==> config.mk <==
export PLATFORM = sky130hd
export DESIGN_NAME = program_loader_flat
export DESIGN_NICKNAME = d
export VERILOG_FILES = /design/src/rtl/program_loader_if.sv /design/src/rtl/program_loader.sv /design/src/flat_wrapper.sv
export SDC_FILE = /design/constraint.sdc
export NUM_CORES = 1
export LEC_CHECK = 0
export ABC_AREA = 1
export CAP_MARGIN = 20
export CELL_PAD_IN_SITES_DETAIL_PLACEMENT = 1
export CELL_PAD_IN_SITES_GLOBAL_PLACEMENT = 1
export CORE_MARGIN = 10
export CORE_UTILIZATION = 40
export DETAILED_ROUTE_END_ITERATION = 12
export PLACE_DENSITY_LB_ADDON = 0.1
export SLEW_MARGIN = 10
export SYNTH_ARGS = -nofsm -noshare
export SYNTH_HDL_FRONTEND = slang
export SYNTH_SLANG_ARGS = --single-unit
==> constraint.sdc <==
create_clock -name clk -period 2.6 [get_ports clk]
set_input_delay 0.39 -clock clk [delete_from_list [all_inputs] [get_ports clk]]
set_output_delay 0.39 -clock clk [all_outputs]
set_load 0.02 [all_outputs]
==> src/rtl/program_loader_if.sv <==
// Loader bus: byte stream in, instruction-memory write port and status out.
// Latency: n/a (signal bundle only).
// Backpressure: in_valid/in_ready handshake; the source holds in_data until accepted.
//
// Ports (slave = loader side):
//   in_valid, in_data, reload            -> into the loader
//   in_ready, im_we, im_addr, im_wdata,
//   cpu_run, busy, load_err              <- from the loader
interface program_loader_if #(
   parameter int ADDR_W  = 8,
   parameter int INSTR_W = 16
);
   logic               in_valid;
   logic [7:0]         in_data;
   logic               in_ready;
   logic               reload;
   logic               im_we;
   logic [ADDR_W-1:0]  im_addr;
   logic [INSTR_W-1:0] im_wdata;
   logic               cpu_run;
   logic               busy;
   logic               load_err;

   modport master (
      output in_valid, in_data, reload,
      input  in_ready, im_we, im_addr, im_wdata, cpu_run, busy, load_err
   );

   modport slave (
      input  in_valid, in_data, reload,
      output in_ready, im_we, im_addr, im_wdata, cpu_run, busy, load_err
   );
endinterface

==> src/rtl/program_loader.sv <==
// Boot loader: assembles MSB-first 16-bit words from a byte stream, writes imem, verifies 8-bit checksum.
// Latency: 3 cycles per word (HI, LO, WRITE); DONE/ERR follows the CSUM byte by one cycle.
// Backpressure: in_ready only in LEN/HI/LO/CSUM; bytes offered in IDLE/WRITE/DONE/ERR are held by the source.
//
// Ports:
//   clk, rst_n  clock and asynchronous active-low reset
//   io_bus      program_loader_if.slave (stream in, imem write port, cpu_run/busy/load_err)
module program_loader #(
   parameter int ADDR_W  = 8,
   parameter int INSTR_W = 16
) (
   input  logic             clk,
   input  logic             rst_n,
   program_loader_if.slave  io_bus
);

   localparam int CW = ADDR_W + 1;   // word counter must represent 2^ADDR_W

   typedef enum logic [2:0] {
      S_IDLE,
      S_LEN,
      S_HI,
      S_LO,
      S_WRITE,
      S_CSUM,
      S_DONE,
      S_ERR
   } state_t;

   state_t             r_state;
   state_t             w_next;
   logic [CW-1:0]      r_idx;
   logic [CW-1:0]      r_cnt_max;
   logic [7:0]         r_sum;
   logic [INSTR_W-1:0] r_word;

   logic               w_in_ready;
   logic               w_xfer;
   logic [7:0]         w_sum_next;
   logic [CW-1:0]      w_idx_inc;

   // All outputs decode from the state register or registered datapath only.
   assign w_in_ready = (r_state == S_LEN) || (r_state == S_HI) ||
                       (r_state == S_LO)  || (r_state == S_CSUM);
   assign w_xfer     = io_bus.in_valid && w_in_ready;
   assign w_sum_next = r_sum + io_bus.in_data;
   assign w_idx_inc  = r_idx + CW'(1);

   always_ff @(posedge clk or negedge rst_n) begin
      if (!rst_n) begin
         r_state <= S_IDLE;
      end else begin
         r_state <= w_next;
      end
   end

   always_comb begin
      w_next = r_state;
      case (r_state)
         S_IDLE:  w_next = S_LEN;
         S_LEN:   if (w_xfer) w_next = S_HI;
         S_HI:    if (w_xfer) w_next = S_LO;
         S_LO:    if (w_xfer) w_next = S_WRITE;
         S_WRITE: w_next = (w_idx_inc == r_cnt_max) ? S_CSUM : S_HI;
         S_CSUM:  if (w_xfer) w_next = (w_sum_next == 8'h00) ? S_DONE : S_ERR;
         S_DONE:  if (io_bus.reload) w_next = S_IDLE;
         S_ERR:   if (io_bus.reload) w_next = S_IDLE;
         default: w_next = S_IDLE;
      endcase
   end

   always_ff @(posedge clk or negedge rst_n) begin
      if (!rst_n) begin
         r_idx     <= '0;
         r_cnt_max <= '0;
         r_sum     <= '0;
         r_word    <= '0;
      end else begin
         case (r_state)
            S_LEN: begin
               if (w_xfer) begin
                  // A LEN byte of zero means a full 2^ADDR_W-word image.
                  r_cnt_max <= (io_bus.in_data == 8'h00) ? CW'(256) : CW'(io_bus.in_data);
                  r_idx     <= '0;
                  r_sum     <= '0;
               end
            end
            S_HI: begin
               if (w_xfer) begin
                  r_word[INSTR_W-1 -: 8] <= io_bus.in_data;
                  r_sum                  <= w_sum_next;
               end
            end
            S_LO: begin
               if (w_xfer) begin
                  r_word[7:0] <= io_bus.in_data;
                  r_sum       <= w_sum_next;
               end
            end
            S_WRITE: begin
               r_idx <= w_idx_inc;
            end
            default: begin
            end
         endcase
      end
   end

   assign io_bus.in_ready = w_in_ready;
   assign io_bus.im_we    = (r_state == S_WRITE);
   // Low ADDR_W bits only: the last word of a full image lands on the top address.
   assign io_bus.im_addr  = r_idx[ADDR_W-1:0];
   assign io_bus.im_wdata = r_word;
   assign io_bus.cpu_run  = (r_state == S_DONE);
   assign io_bus.busy     = w_in_ready || (r_state == S_WRITE);
   assign io_bus.load_err = (r_state == S_ERR);

endmodule

==> src/flat_wrapper.sv <==
// flat-port wrapper written by rule: the top's interface ports become plain ports
module program_loader_flat 
#(
   parameter int ADDR_W  = 8,
   parameter int INSTR_W = 16
)
  (clk, rst_n, io_bus_in_valid, io_bus_in_data, io_bus_reload, io_bus_in_ready, io_bus_im_we, io_bus_im_addr, io_bus_im_wdata, io_bus_cpu_run, io_bus_busy, io_bus_load_err);
  program_loader_if #(.ADDR_W(ADDR_W), .INSTR_W(INSTR_W)) io_bus_i ();
  input  logic clk;
  input  logic rst_n;
  input wire logic [$bits(io_bus_i.in_valid)-1:0] io_bus_in_valid;
  input wire logic [$bits(io_bus_i.in_data)-1:0] io_bus_in_data;
  input wire logic [$bits(io_bus_i.reload)-1:0] io_bus_reload;
  output wire logic [$bits(io_bus_i.in_ready)-1:0] io_bus_in_ready;
  output wire logic [$bits(io_bus_i.im_we)-1:0] io_bus_im_we;
  output wire logic [$bits(io_bus_i.im_addr)-1:0] io_bus_im_addr;
  output wire logic [$bits(io_bus_i.im_wdata)-1:0] io_bus_im_wdata;
  output wire logic [$bits(io_bus_i.cpu_run)-1:0] io_bus_cpu_run;
  output wire logic [$bits(io_bus_i.busy)-1:0] io_bus_busy;
  output wire logic [$bits(io_bus_i.load_err)-1:0] io_bus_load_err;
  assign io_bus_i.in_valid = io_bus_in_valid;
  assign io_bus_i.in_data = io_bus_in_data;
  assign io_bus_i.reload = io_bus_reload;
  assign io_bus_in_ready = io_bus_i.in_ready;
  assign io_bus_im_we = io_bus_i.im_we;
  assign io_bus_im_addr = io_bus_i.im_addr;
  assign io_bus_im_wdata = io_bus_i.im_wdata;
  assign io_bus_cpu_run = io_bus_i.cpu_run;
  assign io_bus_busy = io_bus_i.busy;
  assign io_bus_load_err = io_bus_i.load_err;
  program_loader #(.ADDR_W(ADDR_W), .INSTR_W(INSTR_W)) u_core (.clk(clk), .rst_n(rst_n), .io_bus(io_bus_i));
endmodule
# == After elaboration in Yosys (flattened, before gate mapping) ==
# Cells that the tools add are included.
# totals
register_bits,45
inputBits,12
out_inout_bits,29
word_cells,54
# op_classes
n_addsub,2
eq_ne,14
mux,14
n_reduce_logical,18
# ops
cell,count
3-bit case mux with 7 select lines,1
3-bit two-way mux,6
9-bit two-way mux,2
9-bit case mux with 2 select lines,1
8-bit zero test,2
8-bit two-way mux,2
8-bit case mux with 2 select lines,1
3-bit == test (second input constant),4
2-bit by 1-bit inequality test with 1-bit output (second input constant),6
9-bit by 1-bit adder with 9-bit output (second input constant),1
9-bit == test,1
8-bit adder,1
2-bit AND reduction,4
3-bit by 2-bit == test with 1-bit output (second input constant),2
5-bit AND reduction,1
1-bit logical OR,4
2-bit nonzero test,2
2-bit OR reduction,2
3-bit by 1-bit == test with 1-bit output (second input constant),1
3-bit zero test,1
3-bit AND reduction,1
1-bit logical AND,1
1-bit two-way mux,1

# == Depth between registers and ports, before layout ==
# logic_depth
word_depth,7
mapped_depth,14

# == Worst setup path before layout ==
# No wires, ideal clock.
# synth_path
path_kind,input to register
startpoint,in io_bus_in_data[0]
endpoint,reg u_core.r_state[0]
setup_ns,0.113
t_arrival_ns,1.707
slack_ns,0.780
cell_stages,11
cell_sequence,ha_1 fa_1 xor2_1 nor3_1 nand3_1 nor2_1 nand2_1 nand2_1 nand3_1 nand2_1 inv_1
# synth_via
elab_chain_cells,5
# synth_lines
item,line,source
start: declaration,flat_wrapper.sv:12,input wire logic [$bits(io_bus_i.in_data)-1:0] io_bus_in_data;
8-bit adder,program_loader.sv:46,assign w_sum_next = r_sum + io_bus.in_data;
8-bit zero test,program_loader.sv:65,S_CSUM: if (w_xfer) w_next = (w_sum_next == 8'h00) ? S_DONE : S_ERR;
1-bit two-way mux,program_loader.sv:65,
3-bit two-way mux,program_loader.sv:65,
3-bit case mux with 7 select lines,program_loader.sv:59,case (r_state)
end signal: assignment,program_loader.sv:53,r_state <= w_next;
end: declaration,program_loader.sv:30,state_t r_state;
# Every way passes these cells. The select of a mux whose other input is x is not followed.
# A chain may end at the register's enable or synchronous reset.

# == Worst setup path in the final report ==
# layout_path
startpoint,reg u_core.r_state[0]
endpoint,out io_bus_im_we
# layout_via
elab_chain_cells,1
# layout_lines
item,line,source
3-bit == test,program_loader.sv:110,assign io_bus.im_we = (r_state == S_WRITE);
end: declaration,flat_wrapper.sv:15,output wire logic [$bits(io_bus_i.im_we)-1:0] io_bus_im_we;
# Every way passes these cells.

==> results.md <==
- Worst-Margin Slew: roughly 0.7 ns
- Synth Net Count: 368
- Peak Freq: between 400 and 500 MHz
- P_sw: 1.65 mW
- Wirelength, routed: between 7000 and 8000 um
- Area of the multi-input gates: 1280 sq um
- Post-synth top flop: dfrtp_1
- Reg power frac: 0.333
- Clock-pin slew on the worst setup and hold paths: 0.09 ns
- Count leader, synth: nand2_1
- Drt drc: 0
- VDD IR max: 0.492 mV
- Max-slew violations: 0
- Register area share after synthesis: 0.424
- Total die area: between 10000 and 15000 sq um
- Initial drt markers: 84
- Sinks on Clock Net: between 40 and 50
- Vias: 2368
- Clk pwr share: 0.148
- Gpl congestion: 0.861
- P_int: around 2 mW
- Floorplan row count: 29
- Ys Warns: 0
- Syn avg cell area: 7.66 sq um
- Pwr dens: 1160 nW/um^2
- Post-DP Area: 3090 sq um
- Synth async-reset ratio: 1.00
- Cell Chain, Critical Path: nor2_4 > nand2_2 > clkinv_1 > clkdlybuf4s50_1
- Yosys top cell area share: 0.424
- Resized Gates After CTS: 0
- Largest cells by area after synthesis: dfrtp_1 (42%), nand2_1 (15%), inv_1 (5.7%), nand3_1 (5.5%), ha_1 (3.8%)
- Post-synthesis cell type count: 31
- First-pass GRT wire length: 12300 um
- Sw Share: 0.445
- CTS H-tree depth: 2
- # setup viols final: 0
- Final-layout fill cell count: 816
- Finished Core Util: 0.502
- Clock period minus worst slack: between 2 and 2.5 ns
- CP max FO: 10
- Share of cells above drive strength 1: 0.106
- CTS Buf Count: 5
- Slowest stage cell on the critical path: clkdlybuf4s50_1
- Largest area contributor in the netlist: dfrtp_1
- Total power: 3.70 mW
- Post-route cell area: between 3000 and 4000 sq um
- Die X: 101 um
- Post-Syn Area: 2660 sq um
- Max-slew headroom: 0.539
- Commonest cells in the netlist: nand2_1 (105), dfrtp_1 (45), inv_1 (40)
- Hold slack: approximately 0.12 ns
- Area taken by flip-flops and latches: 1130 sq um
- Max Root-Sink Buffers: 2
- Total global-route track usage: 0.149
- Unrepaired setup endpoints after global routing: no
- Hold Fails Final Rpt: 0
- IO Port Bufs: 40
- Reg2Reg Setup Slack: 0.62 ns
- IO Pins: 41
- Area grow syn2layout: 20.7%
- P_leak: 1.57 nW
- Critical path class: reg -> out
- Synth Instances: approximately 350
- Drt wl/cell: 15.7 um
- Number of post-CTS setup repair buffers: 0
- Initial Util: 0.416
- Layout net count: between 400 and 500
- Clock tree root buffer cell: clkbuf_8
- Detailed Place HPWL: 5830 um
- Die Height: between 100 and 150 um
- Endpoint type of the worst setup path: output port
- EDFF count, synth: 0
- Startpoint types: flip-flop
- Fin crit share: 0.925
- Worst path arrival time: 2.01 ns
- #FFs+latches synth: 45
- Largest net degree at the start of global routing: 30
- Number of antenna violations at the first check in global routing: 0
- Core footprint: between 6000 and 7000 sq um
- Clock Skew: 0.00462 ns
- Vias in the first global route: 2614
- Total grt overflow: 0
- Data required, critical path: ~2.2 ns
- Outcome: completed
- Hold_buf cts: 0
- First-pass iteration count of the detailed router: 4
- Slowest stage delay, CP: roughly 0.6 ns
- Post-route ant nets: 0
- Max-cap viol count: 0
- Clk Latency, worst-skew pair: 0.30 ns
- Worst hold path type: in -> async
- Combinational share of power: 0.519
- TNS Setup: 0 ns
- CTS tree: yes
- Vias per Instance: approximately 5.1
- Antenna diodes: 0
-- power by group through the flow --
stage / Combinational (mW) / Clock, mW / Sequential [mW]
3_3_place_gp: 1.89 / 0 / 1.24
6_report: 1.92 / 0.548 / 1.23
4_1_cts: 1.96 / 0.565 / 1.24
5_1_grt: 2.17 / 0.600 / 1.28
2_1_floorplan: 1.19 / 0 / 1.32
3_5_place_dp: 1.96 / 0 / 1.25
-- cells by family after synthesis --
group                      Yosys count  synth area share
and+or+nand+nor                    183             0.324
adders and majority gates            9            0.0452
DFF                                 45             0.424
buffers and inverters               56            0.0947
AOI/OAI and AO/OA                   50            0.0994
xor gates and xnor gates             4            0.0132
-- final timing paths --
check                                           from                         to  cells past startpoint
max reg2reg                          u_core.r_sum[0]          u_core.r_state[0]                     11
min                                            rst_n  u_core.io_bus.im_wdata[9]                      1
max in group asynchronous                      rst_n            u_core.r_sum[4]                      2
max                                u_core.r_state[0]               io_bus_im_we                      4
min in group clk           u_core.io_bus.im_wdata[1]  u_core.io_bus.im_wdata[1]                      2
min reg2reg                u_core.io_bus.im_wdata[1]  u_core.io_bus.im_wdata[1]                      2
-- sequential cells by signal (all words and copies together), names as in the netlist --
register                count
u_core.io_bus.im_wdata     16
u_core.r_state              3
u_core.r_idx                9
u_core.r_sum                8
u_core.r_cnt_max            9
-- cells in the final DEF, fill, tap and decap left out, drive strengths merged, types with 2 or more instances in the layout --
cell type	count
dfrtp	45
nand3b	6
clkinv	2
o21ai	39
buf	5
clkdlybuf4s50	39
clkbuf	5
xor2	3
o22ai	4
nor3	4
nor2	23
inv	43
nand3	30
nand4	3
nand2	115
a21oi	6
ha	8
-- through the flow --
step	std cells	setup slack [ns]
4_1_cts	464	0.153
3_5_place_dp	456	0.113
5_1_grt	464	0.0898
3_3_place_gp	456	0.173
6_report	464	0.196
2_1_floorplan	347	0.780
-- critical path: cells and delay by family, from the launching register on --
| family | cells | cell delay (ns) |
|---|---|---|
| buffers and inverters | 2 | 0.72 |
| DFF | 1 | 0.46 |
| and+or+nand+nor | 2 | 0.52 |
-- cell type report --
type,count,share of cell area
sequential,45,0.351
multi-input combinational,246,0.399
clock buffer,5,0.0215
timing repair buffer,44,0.133
inverter,44,0.0515
clock inverter,3,0.0144
tap,77,0.0300
-- layer usage --
metal / share of wire / track usage / wire length, um / up-vias
met5: 0 / 0 / 0 / -
met4: 0.014 / 0.0407 / 99 / 0
met3: 0.033 / 0.0361 / 239 / 10
met2: 0.52 / 0.265 / 3800 / 27
met1: 0.43 / 0.172 / 3130 / 1144
li1: - / - / - / 1187
Note: power is estimated with default switching activity, not from simulation.
